$ cat config.mk
export PLATFORM = sky130hd
export DESIGN_NAME = mmio_dump_initiator
export DESIGN_NICKNAME = d
export VERILOG_FILES = /design/src/rtl/mmio_dump_initiator.sv
export SDC_FILE = /design/constraint.sdc
export NUM_CORES = 1
export LEC_CHECK = 0
export CORE_ASPECT_RATIO = 1.5
export CORE_MARGIN = 8
export CORE_UTILIZATION = 40
export CTS_BUF_LIST = sky130_fd_sc_hd__clkbuf_4
export CTS_CLUSTER_SIZE = 10
export DETAILED_ROUTE_END_ITERATION = 10
export PLACE_DENSITY_LB_ADDON = 0.1
export SETUP_SLACK_MARGIN = 0.1
export SYNTH_ARGS = -nofsm -noshare
export SYNTH_HDL_FRONTEND = slang
export SYNTH_SLANG_ARGS = --single-unit
$ cat constraint.sdc
create_clock -name clk_i -period 13.51 [get_ports clk_i]
set_clock_uncertainty 0.2 [all_clocks]
set_input_delay 3.3775 -clock clk_i [delete_from_list [all_inputs] [get_ports clk_i]]
set_output_delay 3.3775 -clock clk_i [all_outputs]
set_load 0.005 [all_outputs]
$ cat src/rtl/mmio_dump_initiator.sv
// ============================================================================
// mmio_dump_initiator : end-of-test MMIO writer (trap, register dump, stream, stop)
// Revision 1.0
// ============================================================================
`default_nettype none

module mmio_dump_initiator #(
  parameter int unsigned    XLEN            = 64,
  parameter int unsigned    AW              = 32,
  parameter int unsigned    STREAM_DEPTH    = 4,
  parameter logic [AW-1:0]  ADDR_STOP       = 32'h6000_0000,
  parameter logic [AW-1:0]  ADDR_TRAP       = 32'h6000_0008,
  parameter logic [AW-1:0]  ADDR_REG_DUMP   = 32'h6000_0010,
  parameter logic [AW-1:0]  ADDR_REG_STREAM = 32'h6000_0020
) (
  input  logic                clk_i,
  input  logic                rst_ni,
  input  logic                dump_req_i,
  input  logic                trap_i,
  input  logic                stream_valid_i,
  output logic                stream_ready_o,
  input  logic [XLEN-1:0]     stream_data_i,
  input  logic [XLEN-1:0]     stream_data_t0_i,
  output logic [4:0]          rf_raddr_o,
  input  logic [XLEN-1:0]     rf_rdata_i,
  input  logic [XLEN-1:0]     rf_rdata_t0_i,
  output logic                mmio_req_o,
  output logic                mmio_we_o,
  output logic [AW-1:0]       mmio_addr_o,
  output logic [XLEN/8-1:0]   mmio_strb_o,
  output logic [XLEN-1:0]     mmio_wdata_o,
  output logic [XLEN-1:0]     mmio_wdata_o_t0,
  input  logic                mmio_gnt_i,
  output logic                busy_o,
  output logic                stopped_o
);

  localparam int unsigned PW = $clog2(STREAM_DEPTH);
  localparam int unsigned CW = PW + 1;

  localparam logic [2:0] S_IDLE      = 3'd0;
  localparam logic [2:0] S_RD        = 3'd1;
  localparam logic [2:0] S_CAP       = 3'd2;
  localparam logic [2:0] S_WR        = 3'd3;
  localparam logic [2:0] S_STOP_WAIT = 3'd4;
  localparam logic [2:0] S_STOP_WR   = 3'd5;
  localparam logic [2:0] S_HALT      = 3'd6;

  localparam logic [1:0] K_TRAP   = 2'd0;
  localparam logic [1:0] K_STREAM = 2'd1;
  localparam logic [1:0] K_DUMP   = 2'd2;
  localparam logic [1:0] K_STOP   = 2'd3;

  logic [2:0]      state_q, state_d;
  logic [4:0]      idx_q;
  logic            trap_pend_q;
  logic [XLEN-1:0] buf_q, buf_t0_q;

  logic [XLEN-1:0] fifo_data_q [STREAM_DEPTH];
  logic [XLEN-1:0] fifo_t0_q   [STREAM_DEPTH];
  logic [PW-1:0]   rd_ptr_q, wr_ptr_q;
  logic [CW-1:0]   cnt_q;

  logic            req_q, req_d;
  logic [1:0]      kind_q, kind_d;
  logic [AW-1:0]   addr_q, addr_d;
  logic [XLEN-1:0] wdata_q, wdata_d;
  logic [XLEN-1:0] wt0_q, wt0_d;

  logic            w_done, w_free, w_trap_done, w_dump_done, w_stop_done;
  logic            w_push, w_pop, w_trap_cand, w_fifo_cand;
  logic            w_dump_cand, w_stop_cand, w_launch_en;
  logic [PW-1:0]   w_rd_ptr_nxt;
  logic [CW-1:0]   w_cnt_after;

  assign w_done      = req_q & mmio_gnt_i;
  assign w_free      = ~req_q | mmio_gnt_i;
  assign w_trap_done = w_done & (kind_q == K_TRAP);
  assign w_pop       = w_done & (kind_q == K_STREAM);
  assign w_dump_done = w_done & (kind_q == K_DUMP);
  assign w_stop_done = w_done & (kind_q == K_STOP);

  // Candidates are evaluated as they will stand after this edge's grant,
  // so a following beat can launch back-to-back with the completing one.
  assign w_rd_ptr_nxt = rd_ptr_q + PW'(w_pop);
  assign w_cnt_after  = cnt_q - CW'(w_pop);
  assign w_trap_cand  = trap_pend_q & ~w_trap_done;
  assign w_fifo_cand  = (w_cnt_after != '0);
  assign w_launch_en  = w_free & ~w_stop_done & (state_q != S_HALT);

  assign stream_ready_o = (cnt_q != CW'(STREAM_DEPTH)) & ~stopped_o;
  assign w_push         = stream_valid_i & stream_ready_o;
  assign rf_raddr_o     = idx_q;

  // ---------------- dump FSM: state register ----------------
  always_ff @(posedge clk_i or negedge rst_ni) begin
    if (!rst_ni) state_q <= S_IDLE;
    else         state_q <= state_d;
  end

  // ---------------- dump FSM: next state ----------------
  always_comb begin
    state_d = state_q;
    case (state_q)
      S_IDLE:      if (dump_req_i) state_d = S_RD;
      S_RD:        state_d = S_CAP;
      S_CAP:       state_d = S_WR;
      S_WR:        if (w_dump_done) state_d = (idx_q == 5'd31) ? S_STOP_WAIT : S_RD;
      S_STOP_WAIT: if (!w_trap_cand && !w_fifo_cand) state_d = S_STOP_WR;
      S_STOP_WR:   if (w_stop_done) state_d = S_HALT;
      S_HALT:      state_d = S_HALT;
      default:     state_d = S_IDLE;
    endcase
  end

  // ---------------- dump FSM: outputs ----------------
  // The dump beat is offered already in CAP (data straight from the read
  // port) and the stop beat in STOP_WAIT, so neither loses a cycle.
  always_comb begin
    busy_o      = 1'b0;
    stopped_o   = 1'b0;
    w_dump_cand = 1'b0;
    w_stop_cand = 1'b0;
    case (state_q)
      S_RD:        busy_o = 1'b1;
      S_CAP: begin
        busy_o      = 1'b1;
        w_dump_cand = 1'b1;
      end
      S_WR: begin
        busy_o      = 1'b1;
        w_dump_cand = ~(req_q & (kind_q == K_DUMP));
      end
      S_STOP_WAIT: begin
        busy_o      = 1'b1;
        w_stop_cand = ~w_trap_cand & ~w_fifo_cand;
      end
      S_STOP_WR: begin
        busy_o      = 1'b1;
        w_stop_cand = ~(req_q & (kind_q == K_STOP));
      end
      S_HALT:      stopped_o = 1'b1;
      default:     ;
    endcase
  end

  // ---------------- beat arbiter ----------------
  always_comb begin
    req_d   = req_q;
    kind_d  = kind_q;
    addr_d  = addr_q;
    wdata_d = wdata_q;
    wt0_d   = wt0_q;
    if (w_done) begin
      req_d   = 1'b0;
      addr_d  = '0;
      wdata_d = '0;
      wt0_d   = '0;
    end
    if (w_launch_en) begin
      if (w_trap_cand) begin
        req_d   = 1'b1;
        kind_d  = K_TRAP;
        addr_d  = ADDR_TRAP;
        wdata_d = '0;
        wt0_d   = '0;
      end else if (w_fifo_cand) begin
        req_d   = 1'b1;
        kind_d  = K_STREAM;
        addr_d  = ADDR_REG_STREAM;
        wdata_d = fifo_data_q[w_rd_ptr_nxt];
        wt0_d   = fifo_t0_q[w_rd_ptr_nxt];
      end else if (w_dump_cand) begin
        req_d   = 1'b1;
        kind_d  = K_DUMP;
        addr_d  = ADDR_REG_DUMP;
        wdata_d = (state_q == S_CAP) ? rf_rdata_i    : buf_q;
        wt0_d   = (state_q == S_CAP) ? rf_rdata_t0_i : buf_t0_q;
      end else if (w_stop_cand) begin
        req_d   = 1'b1;
        kind_d  = K_STOP;
        addr_d  = ADDR_STOP;
        wdata_d = '0;
        wt0_d   = '0;
      end
    end
  end

  always_ff @(posedge clk_i or negedge rst_ni) begin
    if (!rst_ni) begin
      req_q       <= 1'b0;
      kind_q      <= K_TRAP;
      addr_q      <= '0;
      wdata_q     <= '0;
      wt0_q       <= '0;
      idx_q       <= 5'd0;
      trap_pend_q <= 1'b0;
      buf_q       <= '0;
      buf_t0_q    <= '0;
      rd_ptr_q    <= '0;
      wr_ptr_q    <= '0;
      cnt_q       <= '0;
    end else begin
      req_q       <= req_d;
      kind_q      <= kind_d;
      addr_q      <= addr_d;
      wdata_q     <= wdata_d;
      wt0_q       <= wt0_d;
      trap_pend_q <= (trap_pend_q & ~w_trap_done) | (trap_i & (state_q != S_HALT));
      if (state_q == S_IDLE && dump_req_i)    idx_q <= 5'd1;
      else if (w_dump_done && idx_q != 5'd31) idx_q <= idx_q + 5'd1;
      if (state_q == S_CAP) begin
        buf_q    <= rf_rdata_i;
        buf_t0_q <= rf_rdata_t0_i;
      end
      if (w_push) wr_ptr_q <= wr_ptr_q + PW'(1);
      rd_ptr_q <= w_rd_ptr_nxt;
      cnt_q    <= cnt_q + CW'(w_push) - CW'(w_pop);
    end
  end

  always_ff @(posedge clk_i) begin
    if (w_push) begin
      fifo_data_q[wr_ptr_q] <= stream_data_i;
      fifo_t0_q[wr_ptr_q]   <= stream_data_t0_i;
    end
  end

  assign mmio_req_o      = req_q;
  assign mmio_we_o       = req_q;
  assign mmio_addr_o     = addr_q;
  assign mmio_strb_o     = {(XLEN/8){req_q}};
  assign mmio_wdata_o    = wdata_q;
  assign mmio_wdata_o_t0 = wt0_q;

endmodule

`default_nettype wire

After elaboration in Yosys (flattened, before gate mapping). Memory sizes are Yosys's and may differ from the RTL's. Index checks and enable logic that the tools add are counted. Widths: inputs -> output; s select.

Memory bits (writable): 512. Logic and storage cells: 119. Memories kept: 2. Input bits: 262. Output and inout port bits: 178. Bits in registers: 307.

Memory list: fifo_data_q (words 4, bits a word 64, rd ports 1, clocked after Yosys merged registers in 0, write ports 1, line 59) `logic [XLEN-1:0] fifo_data_q [STREAM_DEPTH];`; fifo_t0_q (words 4, bits a word 64, rd ports 1, clocked after Yosys merged registers in 0, write ports 1, line 60) `logic [XLEN-1:0] fifo_t0_q [STREAM_DEPTH];`.

Muxes and demuxes: 44. Add/sub/neg operators: 6. Bitwise gates (word level): 24. Reduce and logical (&&, ||, !) cells: 13. Equality and inequality tests: 17.

Operators with widths (number): $mux 64 (14); $mux 32 (6); $pmux 3 s7 (1); $mux 3 (5); $and 1x1->1 (14); $mux 1 (10); $mux 5 (2); $eq 3x3->1 const B (3); $mux 2 (4); $ne 2x2->1 const B (4); $not 1->1 (8); $eq 3x2->1 const B (2); $ne 3x3->1 const B (2); $sub 3x1->3 (2); $add 5x1->5 const B (1); $eq 5x5->1 const B (1); $ne 5x5->1 const B (1); $reduce_or 5->1 (1); $eq 2x2->1 const B (2); $pmux 1 s2 (2); $reduce_and 4->1 (1); $reduce_bool 4->1 (1); $add 3x1->3 (1); $eq 3x1->1 const B (1); 11 further kinds (15).

Longest topological paths before layout.
Word-level depth: 12. Gate-level depth with buffers: 13. Gate-level depth less buffers: 12.

Worst setup path before layout. Ideal clock, no wire load.

Kind: input -> register. From: in stream_valid_i. To: mem fifo_data_q[0][0], enable pin. Arrival: 6359 ps. Library setup time: 503 ps. Cell stages on the path: 1. Path buffers: 0. Required time: 12807 ps. Setup slack: 6448 ps. Cells stage by stage: and3_1.

Word-level cells in the longest chain between the ends: 3.

RTL lines: from (decl) (line 20) `input logic stream_valid_i,`; $and 1x1->1 (line 92) `assign w_push = stream_valid_i & stream_ready_o;`; $mux 1 (line 223) `if (w_push) begin`; $mux 1 (not written as such) (line 224) `fifo_data_q[wr_ptr_q] <= stream_data_i;`; to (decl) (line 59).

Every way passes these cells.

Worst setup path in the final report.
From: reg state_q[0]. To: out stream_ready_o.

Word-level cells in the longest chain between the ends: 4.

RTL lines: from (decl) (line 54) `logic [2:0] state_q, state_d;`; from (signal assigned) (line 98) `else state_q <= state_d;`; $eq 3x3->1 (line 124) `case (state_q)`; $mux 1 (line 124); $not 1->1 (line 91) `assign stream_ready_o = (cnt_q != CW'(STREAM_DEPTH)) & ~stopped_o;`; $and 1x1->1 (line 91); to (decl) (line 21) `output logic stream_ready_o,`.

Every way passes these cells.

==> results.md <==
* Run status: finished clean
* Final antenna-violating net count at 0
* Grt total ovfl at 0
* Register area share after synthesis at 70.59%
* Via count at 19870
* Hold path start: mmio_addr_o[9]$_DFF_PN0_
* Ys flop type: edfxtp_1
* Fin area at 40680 um2
* Final Slew Violations at 0
* Hold Vio Cnt, Final at 0
* Endpoints failing setup at 0
* Clock tree sinks at 819
* Worst-Margin Slew at approximately 1.3 ns
* Pwr dens at approximately 210 nW/um2
* Setup TNS at 0 ns
* RSZ-0062 raised after global routing: no
* Vias in the first global route at around 22000
* Worst EP arrival at 3.23 ns
* DP Area at 37990 um2
* Die height at approximately 370 um
* Final nets at 2674
* DP Wirelength at 53250 um
* Site row count at between 100 and 150
* Detailed-route vias per instance at 5.468
* Syn. warnings at 0
* Post-CTS resize count at 0
* P_leak at between 0.01 and 0.015 uW
* Router iterations before antenna repair at 5
* H-tree depth at 4
* Global-route wire length before repair at 140300 um
* Syn nets at 2166
* Maximum vdd ir drop at 0.3473 mV
* Most common cell after layout, fill and taps aside: edfxtp_1
* Core ar. at approximately 80000 um2
* Synth Instances at 1894
* Initial Util at 40.31%
* Timing startpoint of the critical path: state_q[0]$_DFFE_PN0P_
* CTS tree: yes
* Largest net degree at the start of global routing at 161
* Tmin final at 6.803 ns
* Mapped cell area at 32660 um2
* Clk slew on worst S/H paths at 0.06 ns
* Hold buffers post-CTS at 0
* WS Path Type: flop to output pin
* Yosys top cell by area: edfxtp_1
* Ys async rst share at 37.48%
* IO Count at 440
* Synth Register Bits at between 800 and 900
* I/O Buffers at 439
* Root buffer cell: clkbuf_4
* Clk buf depth at 3
* Number of remaining DRC errors at 0
* Area contributors post-synth: edfxtp_1 47%, dfrtp_1 24%, mux4_2 8.8%
* Post-synth EDFFs at 512
* GRT Total Usage at 20.28%
* Max-cap violation count at 0
* Post-synth cell types at 51
* Die area at 91240 um2
* Setup Buffers After CTS at 0
* Initial antenna violation count at 23
* Share of layout cells above drive strength 1 at between 20% and 30%
* Placement Setup Slack at 5.888 ns
* Worst-path maximum fanout at 17
* Placer congestion estimate at 0.7585
* RR Startpoint: mmio_req_o$_DFF_PN0_
* Routed wire length at around 93000 um
* Hold Path Class: flop to flop
* Syn avg cell area at 17.25 um2
* Share of the synthesized area in the top cell type at a little under half
* Worst setup EP type: output pin
* Wirelength per Cell at 25.51 um
* Fin crit share at 50.36%
* Die X at ~250 um
* Fillers at ~7000
* FMAX at 0.1470 GHz
* Most frequent cells in the layout: 512 x edfxtp_1, 438 x clkdlybuf4s50_1, 307 x dfrtp_1
* Post-layout util at approximately half
* Worst-Skew Late Latency at 1.06 ns
* Num CTS Buffers at 197
* Relative slew slack at 16.02%
* CP startpoint kind: flop
* 1st-iter DRT viols at 1132
* Worst endpoint required time at 9.93 ns
* Setup ws final at 6.707 ns
* Syn-to-layout area delta at 24.56%
* Hold_ws at 0.2833 ns
where the power goes:
group	total [uW]	switching (uW)	leakage, uW	internal [uW]
registers	3540	206	0.00857	3330
logic	3000	1640	0.00431	1360
clock network	2080	1010	0.00158	1070
total	8620	2850	0.0145	5770
cell usage after synthesis (2+ instances only):
| library cell | n |
|---|---|
| edfxtp_1 | 512 |
| dfrtp_1 | 307 |
| a31oi_1 | 131 |
| mux2_2 | 128 |
| mux4_2 | 128 |
| o21bai_1 | 128 |
| o2bb2ai_1 | 128 |
| o21ai_1 | 110 |
| clkbuf_1 | 79 |
| buf_2 | 63 |
| and2_1 | 30 |
| o21ai_0 | 25 |
| nand2_1 | 16 |
| buf_4 | 12 |
| ha_1 | 9 |
| inv_1 | 9 |
| a21oi_1 | 8 |
| nor2_1 | 8 |
| and3_1 | 5 |
| clkbuf_2 | 4 |
| xnor2_1 | 4 |
| a21o_1 | 3 |
| nand2b_1 | 3 |
| nand4b_1 | 3 |
| nor2b_1 | 3 |
| nor3_1 | 3 |
| nor3b_1 | 3 |
| xor2_1 | 3 |
| a21bo_2 | 2 |
| a32o_1 | 2 |
| mux2i_1 | 2 |
| nand4_1 | 2 |
| o221ai_1 | 2 |
| o22ai_1 | 2 |
kinds of logic (layout without fill, tap and decap cells):
family / count (synthesis) / count (layout) / synth area share (%)
mux: 260 / 260 / 13.39
buf+inv: 168 / 850 / 2.325
xor+xnor: 7 / 7 / 0.1877
flops: 819 / 819 / 70.59
fa+ha+maj: 10 / 10 / 0.4061
simple gates: 81 / 81 / 1.444
compound gates: 549 / 549 / 11.66
other cells: 0 / 18 / 0
metrics by stage:
stage | total power (uW) | cells
global placement | 6600 | 3243
detailed placement | 6654 | 3243
CTS | 8785 | 3616
global route | 9143 | 3625
floorplan | 5607 | 1894
finish | 8618 | 3634
layer usage:
layer / vias up / share of wire (%) / track usage (%)
li1: 8770 / - / -
met1: 10250 / 41 / 24.83
met2: 688 / 49 / 33.55
met3: 155 / 6.6 / 6.521
met4: 10 / 2.6 / 7.363
met5: - / 0.069 / 0
worst paths after layout:
| check | end | slack, ns | cells after the start |
|---|---|---|---|
| setup / recovery | stream_ready_o | 6.71 | 4 |
| hold / removal | mmio_addr_o[9]$_DFF_PN0_ | 0.28 | 1 |
| setup reg to reg | mmio_addr_o[3]$_DFF_PN0_ | 8.88 | 7 |
| hold reg to reg | mmio_addr_o[9]$_DFF_PN0_ | 0.28 | 1 |
| max in group asynchronous | mmio_wdata_o[6]$_DFF_PN0_ | 9.53 | 2 |
| min in group asynchronous | mmio_wdata_o[54]$_DFF_PN0_ | 2.13 | 1 |
flip-flops by register name, indices dropped and copies added (netlist names):
register / flops
buf_q: 64
buf_t0_q: 64
cnt_q: 3
fifo_data_q: 256
fifo_t0_q: 256
kind_q: 2
mmio_addr_o: 32
mmio_req_o: 1
mmio_wdata_o: 64
mmio_wdata_o_t0: 64
rd_ptr_q: 2
rf_raddr_o: 5
state_q: 3
trap_pend_q: 1
wr_ptr_q: 2
worst max-delay path, stage by stage, from the launching register on:
cell	delay (ns)
dfrtp_1	0.64
nand3b_1	0.26
inv_1	0.19
a21oi_1	0.41
clkdlybuf4s50_1	0.68
layout make-up:
type	count	area, um2	area share, %
multi-input cells	907	8959	22.02
repair buffers	468	4642	11.41
clock buffers	304	2282	5.610
clock inverters	69	364.1	0.8949
diodes	18	45.04	0.1107
well taps	1040	1301	3.198
flip-flops and latches	819	23060	56.67
inverters	9	33.78	0.08304
No activity file was read; power rests on OpenSTA's default activity.
